## src/rtl/types_pkg.sv

```systemverilog
// Shared fetch types: queue entry (pc, instr), FSM encoding, reset PC default, saturating add.
// Latency: n/a (declarations only).
// Backpressure: n/a.
package types_pkg;

  localparam logic [31:0] RESET_PC_DEFAULT = 32'h0000_0000;

  typedef struct packed {
    logic [31:0] pc;
    logic [31:0] instr;
  } fetch_entry_t;

  typedef enum logic {
    ST_RUN  = 1'b0,
    ST_FULL = 1'b1
  } fetch_state_e;

  // Clamps at all-ones instead of wrapping.
  function automatic logic [31:0] sat_add32(input logic [31:0] a, input logic [31:0] b);
    logic [32:0] s;
    s = {1'b0, a} + {1'b0, b};
    return s[32] ? 32'hFFFF_FFFF : s[31:0];
  endfunction

endpackage

```

## src/rtl/fetch_fifo.sv

```systemverilog
// Fetch queue: DEPTH-entry circular buffer of fetch_entry_t with push/pop/clear and occupancy.
// Latency: pushed entry visible at head the cycle after the push; no write-through bypass.
// Backpressure: pop ignored when empty; caller guarantees no push when full; clear wins over both.
module fetch_fifo
  import types_pkg::*;
#(
  parameter int DEPTH = 4
) (
  input  logic                     clk,
  input  logic                     reset,
  input  logic                     clear_i,
  input  logic                     push_i,
  input  fetch_entry_t             push_dat_i,
  input  logic                     pop_i,
  output fetch_entry_t             head_o,
  output logic                     vld_o,
  output logic [$clog2(DEPTH):0]   count_o
);

  localparam int AW = $clog2(DEPTH);
  localparam int CW = AW + 1;

  fetch_entry_t    mem_q [DEPTH];
  logic [AW-1:0]   wr_ptr_q, wr_ptr_d;
  logic [AW-1:0]   rd_ptr_q, rd_ptr_d;
  logic [CW-1:0]   count_q, count_d;
  logic            pop_eff;

  assign pop_eff = pop_i && (count_q != '0);

  // Pointer and occupancy next-state; pointers wrap naturally since DEPTH is a power of two.
  always_comb begin
    wr_ptr_d = wr_ptr_q;
    rd_ptr_d = rd_ptr_q;
    count_d  = count_q;
    if (clear_i) begin
      wr_ptr_d = '0;
      rd_ptr_d = '0;
      count_d  = '0;
    end else begin
      if (push_i)  wr_ptr_d = wr_ptr_q + AW'(1);
      if (pop_eff) rd_ptr_d = rd_ptr_q + AW'(1);
      count_d = count_q + CW'(push_i) - CW'(pop_eff);
    end
  end

  // Pointer and occupancy registers.
  always_ff @(posedge clk) begin
    if (reset) begin
      wr_ptr_q <= '0;
      rd_ptr_q <= '0;
      count_q  <= '0;
    end else begin
      wr_ptr_q <= wr_ptr_d;
      rd_ptr_q <= rd_ptr_d;
      count_q  <= count_d;
    end
  end

  // Entry storage; contents are don't-care while the slot is unoccupied.
  always_ff @(posedge clk) begin
    if (!reset && !clear_i && push_i) mem_q[wr_ptr_q] <= push_dat_i;
  end

  assign vld_o   = (count_q != '0);
  assign head_o  = vld_o ? mem_q[rd_ptr_q] : '0;
  assign count_o = count_q;

endmodule

```

## src/rtl/fetch_unit.sv

```systemverilog
// Instruction fetch: PC/epoch/inflight tracking and RUN/FULL FSM feeding fetch_fifo; FETCH_STATS_EN adds counters.
// Latency: request N -> enqueue end of N+1 -> fetch_valid_out N+2; redirect N -> request N+1 -> valid N+3.
// Backpressure: requests stop once queue plus inflight reach DEPTH; decode_ready_in low holds the head.
module fetch_unit
  import types_pkg::*;
#(
  parameter int          DEPTH    = 4,
  parameter logic [31:0] RESET_PC = RESET_PC_DEFAULT
) (
  input  logic                     clk,
  input  logic                     reset,
  input  logic                     redirect_valid,
  input  logic [31:0]              redirect_pc,
  output logic                     imem_req_valid,
  output logic [31:0]              imem_addr,
  input  logic [31:0]              imem_rdata,
  output logic                     fetch_valid_out,
  output logic [31:0]              fetch_pc_out,
  output logic [31:0]              fetch_instr_out,
  input  logic                     decode_ready_in,
  output logic [$clog2(DEPTH):0]   fetch_count_out
`ifdef FETCH_STATS_EN
  ,output logic [31:0]             stat_fetched
  ,output logic [31:0]             stat_dropped
`endif
);

  localparam int CW = $clog2(DEPTH) + 1;

  fetch_state_e  state_q, state_d;
  logic [31:0]   pc_q, pc_d;
  logic          epoch_q, epoch_d;
  logic          inflight_q, inflight_d;
  logic [31:0]   req_pc_q, req_pc_d;
  logic          req_epoch_q, req_epoch_d;

  logic          issue;
  logic          push;
  logic          pop;
  logic [CW-1:0] fifo_count;
  logic [CW-1:0] count_nxt;
  fetch_entry_t  head;
  fetch_entry_t  push_dat;

  // A response is kept only if its request epoch is current and no redirect flushes this cycle.
  assign push     = inflight_q && (req_epoch_q == epoch_q) && !redirect_valid;
  assign pop      = fetch_valid_out && decode_ready_in;
  assign push_dat = '{pc: req_pc_q, instr: imem_rdata};
  assign count_nxt = fifo_count + CW'(push) - CW'(pop);

  // Next-state: redirect dominates; otherwise issue while RUN and track FULL from next occupancy.
  always_comb begin
    state_d     = state_q;
    pc_d        = pc_q;
    epoch_d     = epoch_q;
    inflight_d  = 1'b0;
    req_pc_d    = req_pc_q;
    req_epoch_d = req_epoch_q;
    issue       = 1'b0;
    if (redirect_valid) begin
      pc_d    = {redirect_pc[31:2], 2'b00};
      epoch_d = ~epoch_q;
      state_d = ST_RUN;
    end else begin
      issue = !reset && (state_q == ST_RUN);
      if (issue) begin
        pc_d        = pc_q + 32'd4;
        inflight_d  = 1'b1;
        req_pc_d    = pc_q;
        req_epoch_d = epoch_q;
      end
      state_d = ((count_nxt + CW'(inflight_d)) == CW'(DEPTH)) ? ST_FULL : ST_RUN;
    end
  end

  // Fetch control registers.
  always_ff @(posedge clk) begin
    if (reset) begin
      state_q     <= ST_RUN;
      pc_q        <= RESET_PC;
      epoch_q     <= 1'b0;
      inflight_q  <= 1'b0;
      req_pc_q    <= '0;
      req_epoch_q <= 1'b0;
    end else begin
      state_q     <= state_d;
      pc_q        <= pc_d;
      epoch_q     <= epoch_d;
      inflight_q  <= inflight_d;
      req_pc_q    <= req_pc_d;
      req_epoch_q <= req_epoch_d;
    end
  end

  fetch_fifo #(.DEPTH(DEPTH)) u_fifo (
    .clk        (clk),
    .reset      (reset),
    .clear_i    (redirect_valid),
    .push_i     (push),
    .push_dat_i (push_dat),
    .pop_i      (pop),
    .head_o     (head),
    .vld_o      (fetch_valid_out),
    .count_o    (fifo_count)
  );

  assign imem_req_valid  = issue;
  assign imem_addr       = pc_q;
  assign fetch_pc_out    = head.pc;
  assign fetch_instr_out = head.instr;
  assign fetch_count_out = fifo_count;

`ifdef FETCH_STATS_EN
  logic [31:0] stat_fetched_q, stat_dropped_q;
  logic [31:0] drop_amt;

  // Dropped words: a discarded response plus entries flushed by redirect (a same-cycle dequeue counts as consumed).
  always_comb begin
    drop_amt = {31'd0, inflight_q && !push};
    if (redirect_valid) drop_amt = drop_amt + 32'(fifo_count) - 32'(pop);
  end

  // Saturating statistics counters.
  always_ff @(posedge clk) begin
    if (reset) begin
      stat_fetched_q <= '0;
      stat_dropped_q <= '0;
    end else begin
      stat_fetched_q <= sat_add32(stat_fetched_q, {31'd0, push});
      stat_dropped_q <= sat_add32(stat_dropped_q, drop_amt);
    end
  end

  assign stat_fetched = stat_fetched_q;
  assign stat_dropped = stat_dropped_q;
`endif

endmodule

```

## config.mk

```make
export PLATFORM = sky130hd
export DESIGN_NAME = fetch_unit
export DESIGN_NICKNAME = d
export VERILOG_FILES = /design/src/rtl/types_pkg.sv /design/src/rtl/fetch_fifo.sv /design/src/rtl/fetch_unit.sv
export SDC_FILE = /design/constraint.sdc
export NUM_CORES = 1
export LEC_CHECK = 0
export CORE_MARGIN = 2
export CORE_UTILIZATION = 46
export CTS_CLUSTER_DIAMETER = 40
export DETAILED_ROUTE_END_ITERATION = 10
export MAX_ROUTING_LAYER = met4
export PLACE_DENSITY = 0.77
export RECOVER_POWER = 50
export SLEW_MARGIN = 20
export SYNTH_ARGS = -nofsm -noshare
export SYNTH_HDL_FRONTEND = slang
export SYNTH_SLANG_ARGS = --single-unit
```

## constraint.sdc

```tcl
create_clock -name clk -period 3 [get_ports clk]
set_input_delay 0.45 -clock clk [delete_from_list [all_inputs] [get_ports clk]]
set_output_delay 0.45 -clock clk [all_outputs]
set_load 0.005 [all_outputs]
```

# After elaboration in Yosys (flattened, before gate mapping)
# Memories as Yosys holds them, arrays and structs flattened. A register that Yosys moved wholly into a read port is not among the register bits.
# Index checks and enable logic that the tools add are counted.
[op_classes]
n_addsub = 7
n_reduce_logical = 13
mux = 11
n_eq_ne = 2
n_bitwise = 3
[ops]
columns = ["operator", "count"]
rows = [
  ["32-bit two-way mux", 2],
  ["64-bit two-way mux", 1],
  ["32-bit by 3-bit adder with 32-bit output (second input constant)", 1],
  ["1-bit logical AND", 7],
  ["3-bit by 1-bit adder with 3-bit output", 2],
  ["1-bit two-way mux", 6],
  ["3-bit by 1-bit subtractor with 3-bit output", 2],
  ["2-bit by 1-bit adder with 2-bit output (second input constant)", 2],
  ["2-bit two-way mux", 2],
  ["3-bit equality test (second input constant)", 1],
  ["1-bit NOT", 3],
  ["3-bit nonzero test", 1],
  ["1-bit zero test", 2],
  ["2-bit AND reduction", 1],
  ["2-bit nonzero test", 1],
  ["2-bit OR reduction", 1],
  ["1-bit equality test", 1],
]
[totals]
n_memories = 1
reg_bits = 75
mem_bits_rw = 256
inputBits = 68
wordCells = 47
[memory_table]
columns = ["name", "words", "word_bits", "read_ports", "rd_ports_with_merged_regs", "write_ports", "line_no", "text"]
rows = [
  ["u_fifo.mem_q", 4, 64, 1, 1, 1, "fetch_fifo.sv:23", "fetch_entry_t mem_q [DEPTH];"],
]

# Depth between registers and ports, before layout
[logic_depth]
depth_word = 8
mapped_depth = 10

# Modules after synthesis
# A second synthesis with hierarchy kept.
[unflattened]
cells_unflattened = 853
hier_area_um2 = 13484.2
[modules_own_cells]
columns = ["mod", "n_inst", "cells_per_inst", "area_per_inst_um2"]
rows = [
  ["fetch_fifo", 1, 452, 10226.1],
  ["fetch_unit", 1, 401, 3258.1],
]

# Worst setup path after synthesis
# OpenSTA, ideal clock, no wires.
[synth_timing]
path_type = "input to register"
start = "in reset"
end = "mem u_fifo.mem_q[0][0] (netlist bit) (enable)"
path_slack_ps = 96
stages = 4
n_path_buf = 2
setup_ps = 427
arrival_time_ps = 2478
cell_sequence = "buf_6 -> clkinv_1 -> clkbuf_1 -> and3_1"
[synth_via]
elab_chain_cells = 5
[synth_rtl]
columns = ["element", "line_no", "text"]
rows = [
  ["start, declared", "fetch_unit.sv:11", "input logic reset,"],
  ["1-bit zero test", "fetch_fifo.sv:62", "if (!reset && !clear_i && push_i) mem_q[wr_ptr_q] <= push_dat_i;"],
  ["1-bit logical AND (2 in a row)", "fetch_fifo.sv:62", ""],
  ["1-bit two-way mux", "fetch_fifo.sv:62", ""],
  ["1-bit two-way mux (not written as such)", "fetch_fifo.sv:62", ""],
  ["end, declared", "fetch_fifo.sv:23", ""],
]
# No other way between the ends.

==> reports/metrics.cfg <==
[worst_setup_path]
reg2reg_from = epoch_q$_SDFFE_PP0P_
endpoint_kind = output port
rrSetupSlack_ns = 0.34
start_kind = register
critPathMaxStageDelay_ns = 0.51
crit_type = reg2out
cp_max_fo = 12
required_ns = 2.55
crit_arrival_ns = 2.43
cp_slowest_cell = clkdlybuf4s50_1
crit_chain = buf_12 -> mux4_2 -> and2_1 -> clkdlybuf4s50_1

[clocking]
clock_latency_ns = 0.54
clock_tree.root_cell = clkbuf_16
clockBufferDepth = 3
cts.clk_slew.worst_paths_ns = 0.06
numCtsBuffers = 41
htree_levels = 2
cts_sinks = 321
cts_tree = yes

[finish]
fill_cells = 2043
layout_common_cells = edfxtp_1, clkdlybuf4s50_1, dfxtp_1
drive_above_1_share_pct = 16.10
fin_nets = 1084
final_cells = 1416
syn2layout_area_growth_pct = 28.37
final_common_cell = edfxtp_1

[status]
violations = capacitance limit, slew limit
outcome = finished with violations

[power]
p_sw_mw = 2.236
swShare_pct = 21.90
power_leakage_nw = 5.406
pwr-share-seq_pct = 48.4
powerDensity_nw_per_um2 = 621.6
ir_worst_vdd_v = 0.0003400
p_clk_share_pct = 47.0
combPwrFrac_pct = 4.6
p_int_mw = 7.973

[global_routing]
antenna_found_initial = 1
grt_pass1_wl_um = 41230
grt_max_degree = 64
grt_pass1_vias = 7574
use_met1_pct = 25.46
grt.busiest_layer = met2
met3_usage_pct = 3.979
grt_use_met2_pct = 29.48
overflow = 0
gr-usage-all-layers_pct = 18.95

[sta]
setup_viol = 0
period_share_pct = 96.11
relSlewSlack_pct = -26.71
grt_setup_unrepaired = false
fin_skew_ns = 0.01747
hold_viol = 0
fmax_mhz = 346.8
finalSetupTns_ns = 0
worst_pin_slew_ns = 1.901
period_minus_slack_ns = 2.883
slew_violations = 48
worst_slack_ns = 0.1167

[synth]
synth-edff-count = 248
synth_area_um2 = 12790
ys_warn_count = 0
synth.top_cells.by_area = edfxtp_1, dfxtp_1, mux4_2
syn_area_per_cell_um2 = 15.72
ys_seq_elements = 321
synth_top_cell_by_area = edfxtp_1
ys_types = 50
synth_top_area_share_pct = 58.21
synthArstFlopShare_pct = 0
seq_area_frac_synth_pct = 69.63
synth_cells = 814
synth_ff_type = edfxtp_1

[hold_path]
min_path_type = reg2reg
min_from = req_epoch_q$_SDFFE_PP0P_

[place]
dp.cells = 1332
io_buffers = 162
dp_slack_ns = 0.2191
gp_congestion = 0.8518
hpwl_um = 16650

[routing]
finalWirelength_um = 26470
drc_errors = 0
drt_iter0_markers = 771
drt_first_pass_iters = 5
ant_nets = 0
via_per_inst = 5.364
vias = 7596
routedWlPerCell_um = 18.69

[floorplanning]
die_x_um = 170.8
die-area_um2 = 29160
io_pins = 169
rows = 61
die-height_um = 170.8
initial_utilization_pct = 46.43
core_um2 = 27550

[job]
maxCapViolCount = 1

kinds of logic after synthesis:
| group | after synthesis | synth area share [%] |
|---|---|---|
| flip-flops | 321 | 69.63 |
| AND/OR/NAND/NOR | 250 | 10.44 |
| AO/OA/AOI/OAI | 78 | 4.078 |
| buffers and inverters | 70 | 2.288 |
| multiplexers | 64 | 11.07 |
| XOR/XNOR | 18 | 1.232 |
| adder cells (fa/ha/maj) | 12 | 1.232 |
| other | 1 | 0.02931 |
stage by stage:
step / util [%] / instance area (um^2) / hold slack (ns) / power, mW
final: 59.61 / 16420 / 0.4662 / 10.21
after global routing: 59.61 / 16420 / 0.4824 / 10.56
after CTS: 59.70 / 16450 / 0.4638 / 10.32
after detailed placement: 54.55 / 15030 / 0.4604 / 5.514
after global placement: 54.55 / 15030 / 0.4566 / 5.501
after floorplan: - / 12800 / 0.4464 / 5.213
final cells by class:
cell class	count	area [um^2]	area share [%]
antenna	1	2.502	0.01524
clock buffer	47	1090	6.636
clock inverter	29	282.8	1.722
inverter	18	67.56	0.4114
multi-input combinational	426	3606	21.96
sequential	321	8916	54.29
tap	378	473.0	2.880
timing repair buffer	196	1986	12.09
repair_timing:
item | in CTS | in global routing
hold buffers | 0 | 0
buffers inserted | 6 | 0
hold endpoints to repair | 0 | 0
cloned | 0 | 1
endpoints found under the setup margin | 33 | 4
resized for setup | 0 | 1
cell usage after synthesis, types with 5 or more instances:
library cell  count
nand2_1          67
or4_1            12
inv_1            17
buf_2             6
edfxtp_1        248
o21ai_0          28
nor4_1            9
nor2_1           31
mux4_2           62
dfxtp_1          73
a21oi_1           7
o31ai_1           5
and3_1           11
ha_1             11
nor3_1            7
nand3_1          19
nand4_1           8
a311oi_1          8
a211oi_1         12
xnor2_1          15
clkbuf_1         37
or3_1             8
and2_1           62
state kept, by name (all words and copies together), names as in the netlist, named ones only:
name / flops
u_fifo.count_o: 3
req_pc_q: 30
epoch_q: 1
req_epoch_q: 1
inflight_q: 1
state_q: 1
imem_addr: 30
u_fifo.rd_ptr_q: 2
u_fifo.mem_q: 248
u_fifo.wr_ptr_q: 2
worst paths after layout:
path	to	cells past startpoint
worst max-delay path	fetch_pc_out[15]	4
worst min-delay path	req_epoch_q$_SDFFE_PP0P_	2
worst max register to register	u_fifo.mem_q[3][46]$_DFFE_PP_	5
worst min register to register	req_epoch_q$_SDFFE_PP0P_	2
metal layers:
layer / up-vias / part of all wire, %
met5: - / 0
met4: 0 / 1.9
met3: 44 / 6.4
met2: 285 / 47
met1: 3745 / 45
li1: 3522 / -
critical path: cells and delay by family, from the launching register on:
| family | cells | cell delay (ns) |
|---|---|---|
| and+or+nand+nor | 1 | 0.18 |
| buffers and inverters | 2 | 0.72 |
| DFF | 1 | 0.50 |
| muxes | 1 | 0.49 |
power by group through the flow:
stage / Combinational [mW] / Clock, mW / Sequential [mW]
CTS: 0.488 / 4.89 / 4.94
detailed placement: 0.482 / 0 / 5.03
global placement: 0.472 / 0 / 5.03
finish: 0.472 / 4.79 / 4.94
global route: 0.519 / 5.09 / 4.95
floorplan: 0.206 / 0 / 5.01
Power figures use the tool's default switching activity.
